`config.mk`:
```
export PLATFORM = sky130hd
export DESIGN_NAME = adder_pipe_nbit
export DESIGN_NICKNAME = d
export VERILOG_FILES = /design/src/rtl/adder_pipe_nbit.sv
export SDC_FILE = /design/constraint.sdc
export NUM_CORES = 1
export LEC_CHECK = 0
export CORE_MARGIN = 2
export CORE_UTILIZATION = 55
export CTS_CLUSTER_DIAMETER = 30
export DETAILED_ROUTE_END_ITERATION = 16
export PLACE_DENSITY = 0.82
export SLEW_MARGIN = 10
export SYNTH_ARGS = -nofsm -noshare
export SYNTH_HDL_FRONTEND = slang
export SYNTH_SLANG_ARGS = --single-unit
```
`constraint.sdc`:
```
create_clock -name clk -period 5.8 [get_ports clk]
set_input_delay 1.16 -clock clk [delete_from_list [all_inputs] [get_ports clk]]
set_output_delay 1.16 -clock clk [all_outputs]
set_load 0.05 [all_outputs]
```
`src/rtl/adder_pipe_nbit.sv`:
```
// Pipelined N-bit adder/accumulator with valid/ready handshake and STAGES result slots.
// Optional macro ADDER_PIPE_SAT_EN: saturate the accumulator instead of wrapping.
module adder_pipe_nbit #(
  parameter int N      = 10,
  parameter int STAGES = 2
) (
  input  logic         clk,
  input  logic         rst,
  input  logic [N-1:0] a,
  input  logic [N-1:0] b,
  input  logic         mode,
  input  logic         acc_clr,
  input  logic         in_valid,
  output logic         in_ready,
  output logic [N:0]   sum,
  output logic         ovf,
  output logic         out_valid,
  input  logic         out_ready
);

  logic [STAGES-1:0] vld_q;
  logic [STAGES-1:0] ovf_q;
  logic [STAGES-1:0] adv;
  logic [N:0]        sum_q [STAGES];
  logic [N:0]        acc_q;

  logic              accept;
  logic              blocked;
  logic [N:0]        acc_base;
  logic [N+1:0]      acc_raw;
  logic [N:0]        acc_nxt;
  logic [N:0]        res_sum;
  logic              res_ovf;

  // A slot is blocked only if it and every slot downstream are full with the sink stalled.
  always_comb begin
    blocked = ~out_ready;
    adv     = '0;
    for (int i = STAGES - 1; i >= 0; i--) begin
      blocked = blocked & vld_q[i];
      adv[i]  = ~blocked;
    end
  end

  assign in_ready = adv[0] & ~rst;
  assign accept   = in_valid & in_ready;

  always_comb begin
    acc_base = acc_clr ? '0 : acc_q;
    acc_raw  = {1'b0, acc_base} + {2'b00, a};
`ifdef ADDER_PIPE_SAT_EN
    acc_nxt  = acc_raw[N+1] ? '1 : acc_raw[N:0];
`else
    acc_nxt  = acc_raw[N:0];
`endif
    res_sum  = mode ? acc_nxt : ({1'b0, a} + {1'b0, b});
    res_ovf  = mode & acc_raw[N+1];
  end

  always_ff @(posedge clk) begin
    if (rst) begin
      vld_q <= '0;
      ovf_q <= '0;
      acc_q <= '0;
      for (int i = 0; i < STAGES; i++) sum_q[i] <= '0;
    end else begin
      if (accept) begin
        if (mode)         acc_q <= acc_nxt;
        else if (acc_clr) acc_q <= '0;
      end
      if (adv[0]) begin
        vld_q[0] <= accept;
        sum_q[0] <= res_sum;
        ovf_q[0] <= res_ovf;
      end
      for (int i = 1; i < STAGES; i++) begin
        if (adv[i]) begin
          vld_q[i] <= vld_q[i-1];
          sum_q[i] <= sum_q[i-1];
          ovf_q[i] <= ovf_q[i-1];
        end
      end
    end
  end

  // Outputs are forced quiet for the whole reset cycle, not just after the first edge.
  assign out_valid = vld_q[STAGES-1] & ~rst;
  assign sum       = rst ? '0 : sum_q[STAGES-1];
  assign ovf       = ~rst & ovf_q[STAGES-1];

endmodule
```
==> PnR_summary.wiki <==
{| class="wikitable"
! Metric !! Value
|-
| Buffer type at the clock tree root || sky130_fd_sc_hd__clkbuf_8
|-
| Effective utilization at floorplan || 0.565
|-
| Synthesized instance count || 255
|-
| Actual slew at the worst max-slew pin || 760 ps
|-
| Detailed router's first-iteration violation count || 97
|-
| Mean routed wirelength per cell || 14.5 um
|-
| Total number of placement rows || 24
|-
| Max Cap Violations || 0
|-
| Routability-driven placement congestion ratio || 0.912
|-
| Required time at the endpoint of the critical path || 4640 ps
|-
| Cell occurring most often along the worst timing path || sky130_fd_sc_hd__clkdlybuf4s50_1
|-
| Nature of the critical path endpoint || primary output
|-
| Largest area contributor in the synthesized netlist || sky130_fd_sc_hd__edfxtp_1
|-
| Number of unique standard cell types used by synthesis || 47
|-
| TritonCTS clock tree || yes
|-
| Cell area after technology mapping || 2440 um2
|-
| Number of hold-repair buffers added at the cts stage || 0
|-
| Critical path type || input pin to primary output
|-
| Number of enable flip-flop cells after synthesis || 22
|-
| Path category of the worst min-delay check || flip-flop to flip-flop
|-
| CP Max Fanout || 23
|-
| Setup TNS || 0 ps
|-
| Result of the run || completed
|-
| Portion of synthesized cell area occupied by the leading cell type || 0.270
|-
| Max-slew violation total from the final report || 0
|-
| Multi-input gate area || 1410 um2
|-
| Number of nets with antenna violations after routing || 0
|-
| FFs w/ async S/R, synth || 0
|-
| Max incr delay on CP || 860 ps
|-
| Worst skew pair latency || 290 ps
|-
| Reg area || 961 um2
|-
| Count of final setup violators || 0
|-
| Final number of hold-violating endpoints || 0
|-
| DP HPWL || 3.75 mm
|-
| Worst voltage drop across the vdd grid || 0.000142 V
|-
| Period utilization || 0.763
|-
| Routed Wire Length || 5.02 mm
|-
| Final min period || 4420 ps
|-
| Worst max-slew margin expressed relative to the limit || 0.491
|-
| Leakage dissipation || 1.22 nW
|-
| Remaining global-route overflow || 0
|-
| Post-DR vias/cell || 5.77
|-
| Standard cell with the maximum stage delay on the critical path || sky130_fd_sc_hd__clkdlybuf4s50_1
|-
| Clock transition at the register clock pins on the worst setup and hold paths after CTS || 80 ps
|-
| Mapped Avg Cell Area || 9.59 um2
|-
| Max Clock Skew || 8.15 ps
|-
| Post-CTS setup buffer count || 0
|-
| Count of nets after finishing || 341
|-
| Die area || 4990 um2
|-
| Via Count || 1,998
|-
| Width of the die || 70.7 um
|-
| Fill cells || 363
|-
| Fraction of final layout cells with drive strength greater than 1 || 0.0442
|-
| Synthesized Nets || 303
|-
| Number of antenna violations at the first check in global routing || 0
|-
| Top area cells in the synthesized netlist || sky130_fd_sc_hd__edfxtp_1 27%, sky130_fd_sc_hd__dfxtp_1 12%, sky130_fd_sc_hd__ha_1 10%, sky130_fd_sc_hd__nor2b_1 6.9%, sky130_fd_sc_hd__nor2_1 3.4%
|-
| Achievable clock frequency || 226 MHz
|-
| Clock buffer count from CTS || 5
|-
| Die extent in y || 70.7 um
|-
| Startpoint type of the worst setup path || input pin
|-
| Pre-Repair DR Iteration Count || 4
|-
| Maximum number of pins on one net before global-route repair || 24
|-
| Placeable core region || 4320 um2
|-
| Diode count || 0
|-
| Seq cells post-synth || 37
|-
| Number of sinks driven by the clock tree || 37
|-
| Cell family contributing the most delay on the critical path || buffers and inverters
|-
| Unrepaired setup endpoints after global routing || false
|-
| Post_cts resized || 0
|-
| Io pins || 40
|-
| Worst-case clock buffer depth || 2
|-
| First-pass GRT wire length || 8.32 mm
|-
| Power density cells || 217 nW/um2
|-
| Via count of the first global-routing pass || 1,799
|-
| Warning count from the yosys run || 0
|-
| Maximum level of the CTS H-tree || 2
|-
| Post-synthesis sequential area ratio || 0.393
|-
| Most common flop cell mapped by yosys || sky130_fd_sc_hd__edfxtp_1
|-
| Total global-route track usage || 0.211
|-
| Arrival time of the worst setup path || 3260 ps
|-
| Cells along the critical path || clkdlybuf4s50_1, buf_4, a21o_1, inv_2, clkdlybuf4s50_1
|-
| WP buf/inv || 4
|-
| Number of remaining DRC errors || 0
|-
| Pwr Total || 0.641 mW
|-
| Signed area change from the synthesized netlist to the final layout || 21.0%
|-
| Buffers on Ports || 39
|}
[routing by layer]
metal	vias up	part of all wire	global-route usage
li1	1006	-	-
met1	899	0.44	0.267
met2	76	0.48	0.356
met3	17	0.062	0.0584
met4	0	0.019	0.0629
met5	-	0	0
[placed cells by master, fill, tap and decap left out, drive strengths merged, types with 2 or more instances in the layout]
cell type,count
mux2i,7
xnor2,6
o21a,2
ha,20
nand2b,2
nor2b,28
o211ai,3
nand2,7
a22o,5
o21ai,9
clkbuf,5
nor2,22
and2,11
o2111ai,2
and3,4
a31oi,2
clkinv,2
xor2,7
a21oi,16
fa,2
inv,11
a22oi,3
clkdlybuf4s50,39
edfxtp,22
nor4,3
nand3,8
o21bai,3
a21o,6
a211oi,3
o31ai,2
nor3,3
dfxtp,15
[worst min-delay path, delay by kind of cell (launching register included)]
family	cells	cell delay (ps)
AOI/OAI and AO/OA	1	50
DFF	1	310
and+or+nand+nor	1	50
[report_power, final]
group          internal (mW)  switching [mW]
sequential             0.299         0.00497
clock                 0.0829          0.0955
combinational         0.0699          0.0879
total                  0.452           0.188
[registers in the layout (all words and copies together) (netlist names)]
name and count:
sum_q 22, ovf_q 2, vld_q 2, acc_q 11
[layout make-up]
class | count | area share
Sequential cell | 37 | 0.325
Clock inverter | 3 | 0.00592
Inverter | 11 | 0.0140
Tap cell | 52 | 0.0220
Multi-Input combinational cell | 198 | 0.475
Clock buffer | 5 | 0.0233
Timing Repair Buffer | 40 | 0.135
[synthesized netlist by cell type, drive strengths merged (4+ instances only)]
| cell type | n |
|---|---|
| and3 | 4 |
| ha | 20 |
| xnor2 | 6 |
| inv | 11 |
| nand2 | 7 |
| mux2i | 7 |
| and2 | 11 |
| nand3 | 8 |
| a22o | 5 |
| o21ai | 9 |
| clkbuf | 7 |
| edfxtp | 22 |
| a21oi | 16 |
| nor2b | 28 |
| nor2 | 22 |
| xor2 | 7 |
| a21o | 6 |
| dfxtp | 15 |
[metrics by stage]
step	instance area [um2]	worst slack, ps	instances	hold WS, ps	utilization
global route	2960	1280	346	470	0.684
floorplan	2440	2440	255	417	-
detailed placement	2870	1410	338	437	0.664
CTS	2960	1380	346	448	0.684
finish	2960	1380	346	445	0.684
global placement	2870	1450	338	432	0.664
[cells by family after synthesis]
logic type	after synthesis	share of synthesized area
XOR/XNOR	13	0.0466
AO/OA/AOI/OAI	62	0.172
flip-flops	37	0.393
adder cells (fa/ha/maj)	22	0.119
multiplexers	7	0.0287
AND/OR/NAND/NOR	94	0.209
buffers and inverters	20	0.0317
[worst paths after layout]
check	startpoint	to	slack, ps	cells after the start
max reg2reg	acc_q[0]	sum_q[0][10]	3310	10
min	acc_q[9]	acc_q[9]	440	2
min reg2reg	acc_q[9]	acc_q[9]	440	2
max	rst	in_ready	1380	5
Power figures use the tool's default switching activity.
